<file path="config.mk">
export PLATFORM = sky130hd
export DESIGN_NAME = alu_op_sequencer
export DESIGN_NICKNAME = d
export VERILOG_FILES = /design/src/rtl/alu_pkg.sv /design/src/rtl/alu.sv /design/src/rtl/alu_op_fifo.sv /design/src/rtl/alu_op_sequencer.sv
export SDC_FILE = /design/constraint.sdc
export NUM_CORES = 1
export LEC_CHECK = 0
export BUFFER_PORTS_ARGS = -buffer_cell sky130_fd_sc_hd__buf_2
export CORE_ASPECT_RATIO = 0.5
export CORE_MARGIN = 10
export CORE_UTILIZATION = 45
export CTS_BUF_LIST = sky130_fd_sc_hd__clkbuf_16
export CTS_CLUSTER_SIZE = 28
export DETAILED_ROUTE_END_ITERATION = 16
export HOLD_SLACK_MARGIN = 0.06
export PLACE_DENSITY = 0.62
export SLEW_MARGIN = 10
export SYNTH_ARGS = -nofsm -noshare
export SYNTH_HDL_FRONTEND = slang
export SYNTH_HIERARCHICAL = 1
export SYNTH_SLANG_ARGS = --single-unit
</file>
<file path="constraint.sdc">
create_clock -name clk -period 3.9 [get_ports clk]
set_clock_uncertainty 0.05 [all_clocks]
set_input_delay 0.195 -clock clk [delete_from_list [all_inputs] [get_ports clk]]
set_output_delay 0.195 -clock clk [all_outputs]
set_load 0.1 [all_outputs]
</file>
<file path="src/rtl/alu_pkg.sv">
// Shared types for the alu issue path: opcode enum, request record, opcode legality check.
// Latency: n/a (types and a pure function only).
// Backpressure: n/a.
package alu_pkg;

    // Request records are sized for the widest supported operand. Users keep the low SIZE bits.
    localparam int ALU_MAX_SIZE = 16;

    typedef enum logic [3:0] {
        CMD_AND   = 4'd0,
        CMD_OR    = 4'd1,
        CMD_XOR   = 4'd2,
        CMD_NOT   = 4'd3,
        CMD_ADD   = 4'd4,
        CMD_SADD  = 4'd5,
        CMD_SUB   = 4'd6,
        CMD_SSUB  = 4'd7,
        CMD_MUL   = 4'd8,
        CMD_SMUL  = 4'd9,
        CMD_CMP   = 4'd10,
        CMD_SCMP  = 4'd11,
        CMD_SHIFT = 4'd12
    } alu_cmd_e;

    localparam logic [3:0] CMD_LAST = 4'd12;

    // cmd is kept as raw bits so that illegal opcodes 13..15 can be carried to the output.
    typedef struct packed {
        logic [3:0]              cmd;
        logic [ALU_MAX_SIZE-1:0] a;
        logic [ALU_MAX_SIZE-1:0] b;
        logic                    chain;
    } alu_req_t;

    function automatic logic is_illegal(input logic [3:0] cmd);
        return cmd > CMD_LAST;
    endfunction

endpackage

</file>
<file path="src/rtl/alu.sv">
// Combinational alu: bitwise, add/sub, multiply, compare and one-bit shift on SIZE-bit operands.
// Latency: 0 cycles. Outputs are zero while enable is low.
// Backpressure: none, because the alu is purely combinational.
module alu import alu_pkg::*; #(
    parameter int SIZE = 2
) (
    input  logic              enable,
    input  logic [3:0]        command,
    input  logic [SIZE-1:0]   a,
    input  logic [SIZE-1:0]   b,
    output logic [2*SIZE-1:0] result,
    output logic              overflow
);

    localparam int MSB = SIZE - 1;

    logic [SIZE:0]     sum;
    logic [SIZE:0]     diff;
    logic [2*SIZE-1:0] prod_u;
    logic [2*SIZE-1:0] prod_s;
    logic [SIZE-1:0]   lo;
    logic              wide;

    assign sum    = {1'b0, a} + {1'b0, b};
    assign diff   = {1'b0, a} - {1'b0, b};
    assign prod_u = {{SIZE{1'b0}}, a} * {{SIZE{1'b0}}, b};
    // Sign-extended operands: the low 2*SIZE bits of the product are the signed product.
    assign prod_s = {{SIZE{a[MSB]}}, a} * {{SIZE{b[MSB]}}, b};

    // Decode the opcode. Narrow ops build lo, which is then zero-extended. Multiplies use the full width.
    always_comb begin
        result   = '0;
        overflow = 1'b0;
        lo       = '0;
        wide     = 1'b0;
        if (enable) begin
            case (command)
                CMD_AND:  lo = a & b;
                CMD_OR:   lo = a | b;
                CMD_XOR:  lo = a ^ b;
                CMD_NOT:  lo = ~a;
                CMD_ADD: begin
                    lo       = sum[MSB:0];
                    overflow = sum[SIZE];
                end
                CMD_SADD: begin
                    lo       = sum[MSB:0];
                    overflow = (a[MSB] == b[MSB]) && (sum[MSB] != a[MSB]);
                end
                CMD_SUB: begin
                    lo       = diff[MSB:0];
                    overflow = diff[SIZE];
                end
                CMD_SSUB: begin
                    lo       = diff[MSB:0];
                    overflow = (a[MSB] != b[MSB]) && (diff[MSB] != a[MSB]);
                end
                CMD_MUL: begin
                    wide   = 1'b1;
                    result = prod_u;
                end
                CMD_SMUL: begin
                    wide   = 1'b1;
                    result = prod_s;
                end
                CMD_CMP: begin
                    lo[1] = a < b;
                    lo[0] = a == b;
                end
                CMD_SCMP: begin
                    lo[1] = $signed(a) < $signed(b);
                    lo[0] = a == b;
                end
                CMD_SHIFT: begin
                    // b[0] selects the direction (1 = right). b[1] selects an arithmetic right shift.
                    if (b[0]) begin
                        lo = {b[1] & a[MSB], a[MSB:1]};
                    end else begin
                        lo       = {a[MSB-1:0], 1'b0};
                        overflow = a[MSB];
                    end
                end
                default: lo = '0;
            endcase
            if (!wide) begin
                result = {{SIZE{1'b0}}, lo};
            end
        end
    end

endmodule

</file>
<file path="src/rtl/alu_op_fifo.sv">
// Synchronous FIFO of alu_req_t with full/empty/count. The head entry is visible combinationally.
// Latency: a pushed entry is at the head on the cycle after the push if the FIFO was empty.
// Backpressure: a push while full is dropped, even if a pop happens in the same cycle. A pop while empty is ignored.
module alu_op_fifo import alu_pkg::*; #(
    parameter int DEPTH = 4
) (
    input  logic                   clk,
    input  logic                   reset,
    input  logic                   push,
    input  alu_req_t               push_dat,
    input  logic                   pop,
    output alu_req_t               head,
    output logic                   full,
    output logic                   empty,
    output logic [$clog2(DEPTH):0] count
);

    localparam int PW = $clog2(DEPTH);
    localparam logic [PW-1:0] PTR_ONE = 1;
    localparam logic [PW:0]   CNT_ONE = 1;
    localparam logic [PW:0]   CNT_MAX = DEPTH;

    alu_req_t      mem [DEPTH];
    logic [PW-1:0] wr_ptr;
    logic [PW-1:0] rd_ptr;
    logic          do_push;
    logic          do_pop;

    assign full    = (count == CNT_MAX);
    assign empty   = (count == '0);
    assign do_push = push && !full;
    assign do_pop  = pop && !empty;
    assign head    = mem[rd_ptr];

    // Pointer and occupancy bookkeeping. Pointers wrap naturally because DEPTH is a power of two.
    always_ff @(posedge clk) begin
        if (reset) begin
            wr_ptr <= '0;
            rd_ptr <= '0;
            count  <= '0;
        end else begin
            if (do_push) wr_ptr <= wr_ptr + PTR_ONE;
            if (do_pop)  rd_ptr <= rd_ptr + PTR_ONE;
            if (do_push && !do_pop)      count <= count + CNT_ONE;
            else if (do_pop && !do_push) count <= count - CNT_ONE;
        end
    end

    // Storage write. Contents need no reset because the count masks stale entries.
    always_ff @(posedge clk) begin
        if (do_push) mem[wr_ptr] <= push_dat;
    end

endmodule

</file>
<file path="src/rtl/alu_op_sequencer.sv">
// Issue stage: queues alu requests, issues one per cycle into the alu and registers the result into a valid/ready slot.
// Latency: 2 cycles from accept to out_valid; throughput 1 op/cycle. ALU_SEQ_CHAIN_EN enables result chaining.
// Backpressure: in_ready drops when the FIFO is full. The slot holds while out_ready is low, which stalls issue.
module alu_op_sequencer import alu_pkg::*; #(
    parameter int SIZE       = 2,
    parameter int FIFO_DEPTH = 4
) (
    input  logic              clk,
    input  logic              reset,
    input  logic              in_valid,
    output logic              in_ready,
    input  logic [3:0]        in_command,
    input  logic [SIZE-1:0]   in_a,
    input  logic [SIZE-1:0]   in_b,
    input  logic              in_chain,
    output logic              out_valid,
    input  logic              out_ready,
    output logic [2*SIZE-1:0] out_result,
    output logic              out_overflow,
    output logic              out_illegal,
    output logic              sticky_overflow,
    input  logic              clear_sticky
);

    alu_req_t                     push_req;
    alu_req_t                     head;
    logic                         fifo_full;
    logic                         fifo_empty;
    logic [$clog2(FIFO_DEPTH):0]  fifo_count;
    logic                         issue;
    logic                         head_illegal;
    logic                         alu_en;
    logic [SIZE-1:0]              alu_a;
    logic [2*SIZE-1:0]            alu_result;
    logic                         alu_overflow;
    logic                         unused_bits;

    // Pack the incoming request. Operand bits above SIZE stay zero.
    always_comb begin
        push_req                = '0;
        push_req.cmd            = in_command;
        push_req.a[SIZE-1:0]    = in_a;
        push_req.b[SIZE-1:0]    = in_b;
`ifdef ALU_SEQ_CHAIN_EN
        push_req.chain          = in_chain;
`endif
    end

    alu_op_fifo #(
        .DEPTH (FIFO_DEPTH)
    ) u_fifo (
        .clk      (clk),
        .reset    (reset),
        .push     (in_valid),
        .push_dat (push_req),
        .pop      (issue),
        .head     (head),
        .full     (fifo_full),
        .empty    (fifo_empty),
        .count    (fifo_count)
    );

    assign in_ready     = !fifo_full;
    assign issue        = !fifo_empty && (!out_valid || out_ready);
    assign head_illegal = is_illegal(head.cmd);
    assign alu_en       = issue && !head_illegal;

`ifdef ALU_SEQ_CHAIN_EN
    logic [SIZE-1:0] chain_q;

    // Remember the low half of every issued result. Illegal ops leave zero behind.
    always_ff @(posedge clk) begin
        if (reset)      chain_q <= '0;
        else if (issue) chain_q <= head_illegal ? '0 : alu_result[SIZE-1:0];
    end

    assign alu_a = head.chain ? chain_q : head.a[SIZE-1:0];
`else
    assign alu_a = head.a[SIZE-1:0];
`endif

    alu #(
        .SIZE (SIZE)
    ) u_alu (
        .enable   (alu_en),
        .command  (head.cmd),
        .a        (alu_a),
        .b        (head.b[SIZE-1:0]),
        .result   (alu_result),
        .overflow (alu_overflow)
    );

    // Output slot: refill on issue (this also covers a same-cycle drain), otherwise empty it once consumed.
    always_ff @(posedge clk) begin
        if (reset) begin
            out_valid    <= 1'b0;
            out_result   <= '0;
            out_overflow <= 1'b0;
            out_illegal  <= 1'b0;
        end else if (issue) begin
            out_valid    <= 1'b1;
            out_result   <= head_illegal ? '0 : alu_result;
            out_overflow <= head_illegal ? 1'b0 : alu_overflow;
            out_illegal  <= head_illegal;
        end else if (out_ready) begin
            out_valid    <= 1'b0;
        end
    end

    // Sticky overflow is set when an overflowing result is consumed. A clear takes priority.
    always_ff @(posedge clk) begin
        if (reset)                                          sticky_overflow <= 1'b0;
        else if (clear_sticky)                              sticky_overflow <= 1'b0;
        else if (out_valid && out_ready && out_overflow)    sticky_overflow <= 1'b1;
    end

    // Operand bits above SIZE, the FIFO count and the chain flag (in the default build) have no consumer here.
    assign unused_bits = ^{head, fifo_count, in_chain};

endmodule

</file>
Word level (Yosys, flattened, before mapping)
Memories as Yosys holds them, arrays and structs flattened. A register that Yosys moved wholly into a read port is not among the register bits.
Index checks and enable logic that the tools add are counted.

operators by class
  reductions and logical operators = 25
  muxes and demuxes = 20
  order comparisons = 3
  $mul = 2
  add/subtract/negate cells = 6
  bitwise gates (word level) = 5
  equal/unequal tests = 18

operators by type and width
  operator                                                          count
  4-bit == test (second input constant)                             5
  2-bit one-hot mux with 9 select lines                             1
  4-bit by 3-bit == test with 1-bit output (second input constant)  4
  4-bit two-way mux                                                 3
  1-bit logical AND                                                 10
  1-bit two-way mux                                                 9
  4-bit by 2-bit == test with 1-bit output (second input constant)  2
  2-bit by 2-bit multiplier with 4-bit output                       2
  4-bit one-hot mux with 2 select lines                             1
  2-bit OR reduction                                                4
  1-bit logical NOT                                                 6
  2-bit two-way mux                                                 3
  3-bit two-way mux                                                 2
  1-bit one-hot mux with 5 select lines                             1
  2-bit by 1-bit adder with 2-bit output (second input constant)    2
  4-bit by 1-bit == test with 1-bit output (second input constant)  1
  4-bit greater-than comparator (second input constant)             1
  4-bit logical NOT                                                 1
  2-bit less-than comparator                                        2
  2-bit nonzero test                                                2
  2-bit by 2-bit adder with 3-bit output                            1
  3-bit by 1-bit adder with 3-bit output (second input constant)    1
  3-bit == test (second input constant)                             1
  3-bit logical NOT                                                 1
  other kinds (11)                                                  13

word-level totals
  input port bits = 14
  memory bits (writable) = 32
  memories kept = 1
  flip-flop bits (word level) = 15
  output and inout bits = 9

memory list
  name        depth  width  read ports  clocked after Yosys merged registers in  write ports  line               source
  u_fifo.mem  4      8      1           1                                        1            alu_op_fifo.sv:23  alu_req_t mem [DEPTH];

Longest topological paths before layout
  depth in word-level cells = 8
  gate-level depth with buffers = 13
  mapped depth without buffers = 11

Modules after synthesis
The synthesis kept the hierarchy.

by module, submodules not included
  module            times used  sequential area each (um^2)  cells each  area each (um^2)
  alu_op_fifo       1           4624.4                       241         5839.4
  alu               1           0.0                          82          609.3
  alu_op_sequencer  1           160.2                        39          342.8

Worst setup path after synthesis
Ideal clock, no wire load.

  kind = reg2reg
  start = reg (tool-made name)
  end = reg out_result[1]
  path buffers = 2
  stages on the path, launching flop included = 13
  library setup time = 130 ps
  arrival time = 2664 ps
  period minus slack after synthesis = 2844 ps
  slack = 1056 ps
  path through = dfxtp_1 > buf_6 > buf_12 > mux4_2 > inv_1 > ha_1 > inv_1 > fa_1 > mux2i_1 > o22ai_1 > o311a_1 > nand2b_1 > o32ai_1

RTL lines
  item                  line                     source
  end signal, assigned  alu_op_sequencer.sv:102  out_result <= head_illegal ? '0 : alu_result;
  end, declared         alu_op_sequencer.sv:18   output logic [2*SIZE-1:0] out_result,

==> metrics.md <==
| Metric | Value |
|---|---|
| Initial antenna violation count | 0 |
| Critical path type | reg2reg |
| Antenna cell count | 0 |
| Die height | 74.0 microns |
| Setup_tns | 0 ns |
| Root Buffer | clkbuf_16 |
| DRC viols | 0 |
| Post-cts sizing count | 0 |
| RSZ-0062 raised after global routing | no |
| Row cnt | 19 |
| CTS buffer count | 5 |
| Synthesized area | about 2600 sq um |
| Port Buffers | 21 |
| Final count of hold timing violations | 0 |
| Startpoint types | flip-flop |
| Placed inst area | approximately 2700 sq um |
| Critical Path End Type | flip-flop |
| Layout area overhead | 10.1% |
| Setup repair bufs after CTS | 0 |
| Period utilization | between 70 and 80% |
| Final Max Tran Viols | 0 |
| CTS tree | done |
| Worst Path Arrival | roughly 3.2 ns |
| CTS max path bufs | 2 |
| DIE AREA | approximately 9500 sq um |
| Vias per cell | between 5 and 6 |
| Worst Tran Pin Value | 0.606 ns |
| CP peak stage delay | around 0.58 ns |
| Total Power | roughly 2.1 mW |
| Routed via count | 1629 |
| Clock sink count | approximately 50 |
| Max VDD drop | about 0.00040 V |
| Status | complete, no violations |
| Syn nets | 247 |
| First-pass GRT wire length | 7800 microns |
| Clock Latency Late Sink | 0.28 ns |
| Final ANT Viol Nets | 0 |
| CP required | just over 4 ns |
| Floorplan core area | about 5600 sq um |
| Slowest-stage cell, CP | mux4_2 |
| Initial core utilization | around 47% |
| Synth warn | 6 |
| Final hold slack | 0.0808 ns |
| Gr ovfl total | 0 |
| Crit-path cells | buf_4 -> mux4_2 -> inv_1 -> fa_1 -> xnor2_1 -> o2bb2ai_1 -> a222oi_1 -> a211oi_1 -> nand2b_1 -> o32ai_1 |
| Fin crit period | 3.02 ns |
| H-tree depth | 2 |
| Worst rel slew slack | 59.5% |
| # fillers | 493 |
| Placed insts | 295 |
| Final wirelength | between 4000 and 5000 microns |
| Routed length on met3 | 218 microns |
| Vias in the first global route | approximately 1700 |
| Crit path max fanout | 6 |
| Min-Delay Path Class | in2reg |
| Design area | just under 3000 sq um |
| Initial DRC Count | 84 |
| Pre-antenna DRT Iters | 4 |
| IO Pins | 23 |
| Met2 wire len | 2180 microns |
| WL/cell | about 15 microns |
| Highest routed layer | met4 |
| Final non-filler cell total | roughly 300 |
| F_max | between 300 and 400 MHz |
| Overall fraction of global-route tracks in use | slightly above 10% |
| Largest net degree at the start of global routing | 23 |
| Layout cells sized above 1 | a little under a fifth |
| Static Leak | roughly 1.1 nW |
| Die W | 128 microns |
| Avg Inst Size Synth | around 12 sq um |
| Final setup viols | 0 |
| CTS clock-pin slew for the worst setup and hold paths | about 0.060 ns |
| Post-DP HPWL | roughly 3400 microns |
| Gate Count Post-Synth | between 200 and 250 |
| Wire length on met1 | between 2000 and 2500 microns |
| Layout Nets | ~260 |
| MaxCap Viol Count | 0 |
| PwrDens | between 700 and 800 nW/um^2 |
| GPL Wtd Cong | around 0.86 |
==> per-layer routing <==
layer / GRT usage (%) / up-vias
li1: - / 798
met1: 12.5 / 794
met2: 17.0 / 31
met3: 2.98 / 6
met4: 2.98 / 0
met5: 0 / -
==> sequential cells by signal (all words and copies together) (netlist names), named ones only <==
register and count:
out_illegal 1, u_fifo/mem 32, out_result 4, sticky_overflow 1, out_valid 1, u_fifo/rd_ptr 2, u_fifo/wr_ptr 2, u_fifo/count 3
out_overflow 1
==> cells in the final DEF (no fill, tap or decap), drive strengths merged, types with 2 or more instances in the layout <==
master    n
a21oi     5
a31oi     2
and2      5
buf      22
clkbuf    5
dfxtp    17
edfxtp   32
fa        5
ha       14
inv      21
mux2i     8
mux4      8
nand2     9
nand2b   10
nand3     4
nor2     14
nor2b     4
nor3      2
o21ai     8
o2bb2ai   2
o32ai     5
or3       5
xor2      5
==> repair_timing <==
| item | in CTS | in global routing |
|---|---|---|
| endpoints found under the hold margin | 1 | 0 |
| hold buffers | 1 | 0 |
| endpoints found under the setup margin | 0 | 0 |
==> final timing paths <==
kind	slack [ns]	startpoint	depth (start not counted)	end
worst min register to register	0.42	out_result[3]	2	out_result[3]
worst min-delay path	0.08	in_command[2]	1	u_fifo/mem[3][35]
worst max register to register	0.88	flip-flop	10	out_overflow
worst max-delay path	0.88	flip-flop	10	out_overflow
==> power by group <==
group | total, mW | switching [mW] | internal [mW]
sequential | 0.685 | 0.0575 | 0.627
clock | 0.464 | 0.167 | 0.298
combinational | 0.987 | 0.614 | 0.373
==> layout make-up <==
cell class,count,area (sq um),share of cell area [%]
flip-flops and latches,49,1300,45.0
well taps,73,91.3,3.16
clock buffers,5,125,4.33
clock inverters,3,37.5,1.30
multi-input cells,131,1140,39.3
inverters,20,77.6,2.68
repair buffers,23,123,4.24
==> worst max-delay path, delay by kind of cell (launching register included) <==
kind | cells | cell delay, ns
multiplexers | 1 | 0.58
flip-flops | 1 | 0.46
adder cells (fa/ha/maj) | 1 | 0.50
XOR/XNOR | 1 | 0.14
AO/OA/AOI/OAI | 4 | 0.63
buffers and inverters | 2 | 0.48
AND/OR/NAND/NOR | 1 | 0.08
==> metrics by stage <==
stage	utilization, %	setup slack (ns)
detailed placement	48.9	0.899
global placement	48.9	0.896
CTS	52.0	0.871
floorplan	-	1.10
finish	52.0	0.882
global route	52.0	0.649
Power figures use the tool's default switching activity.
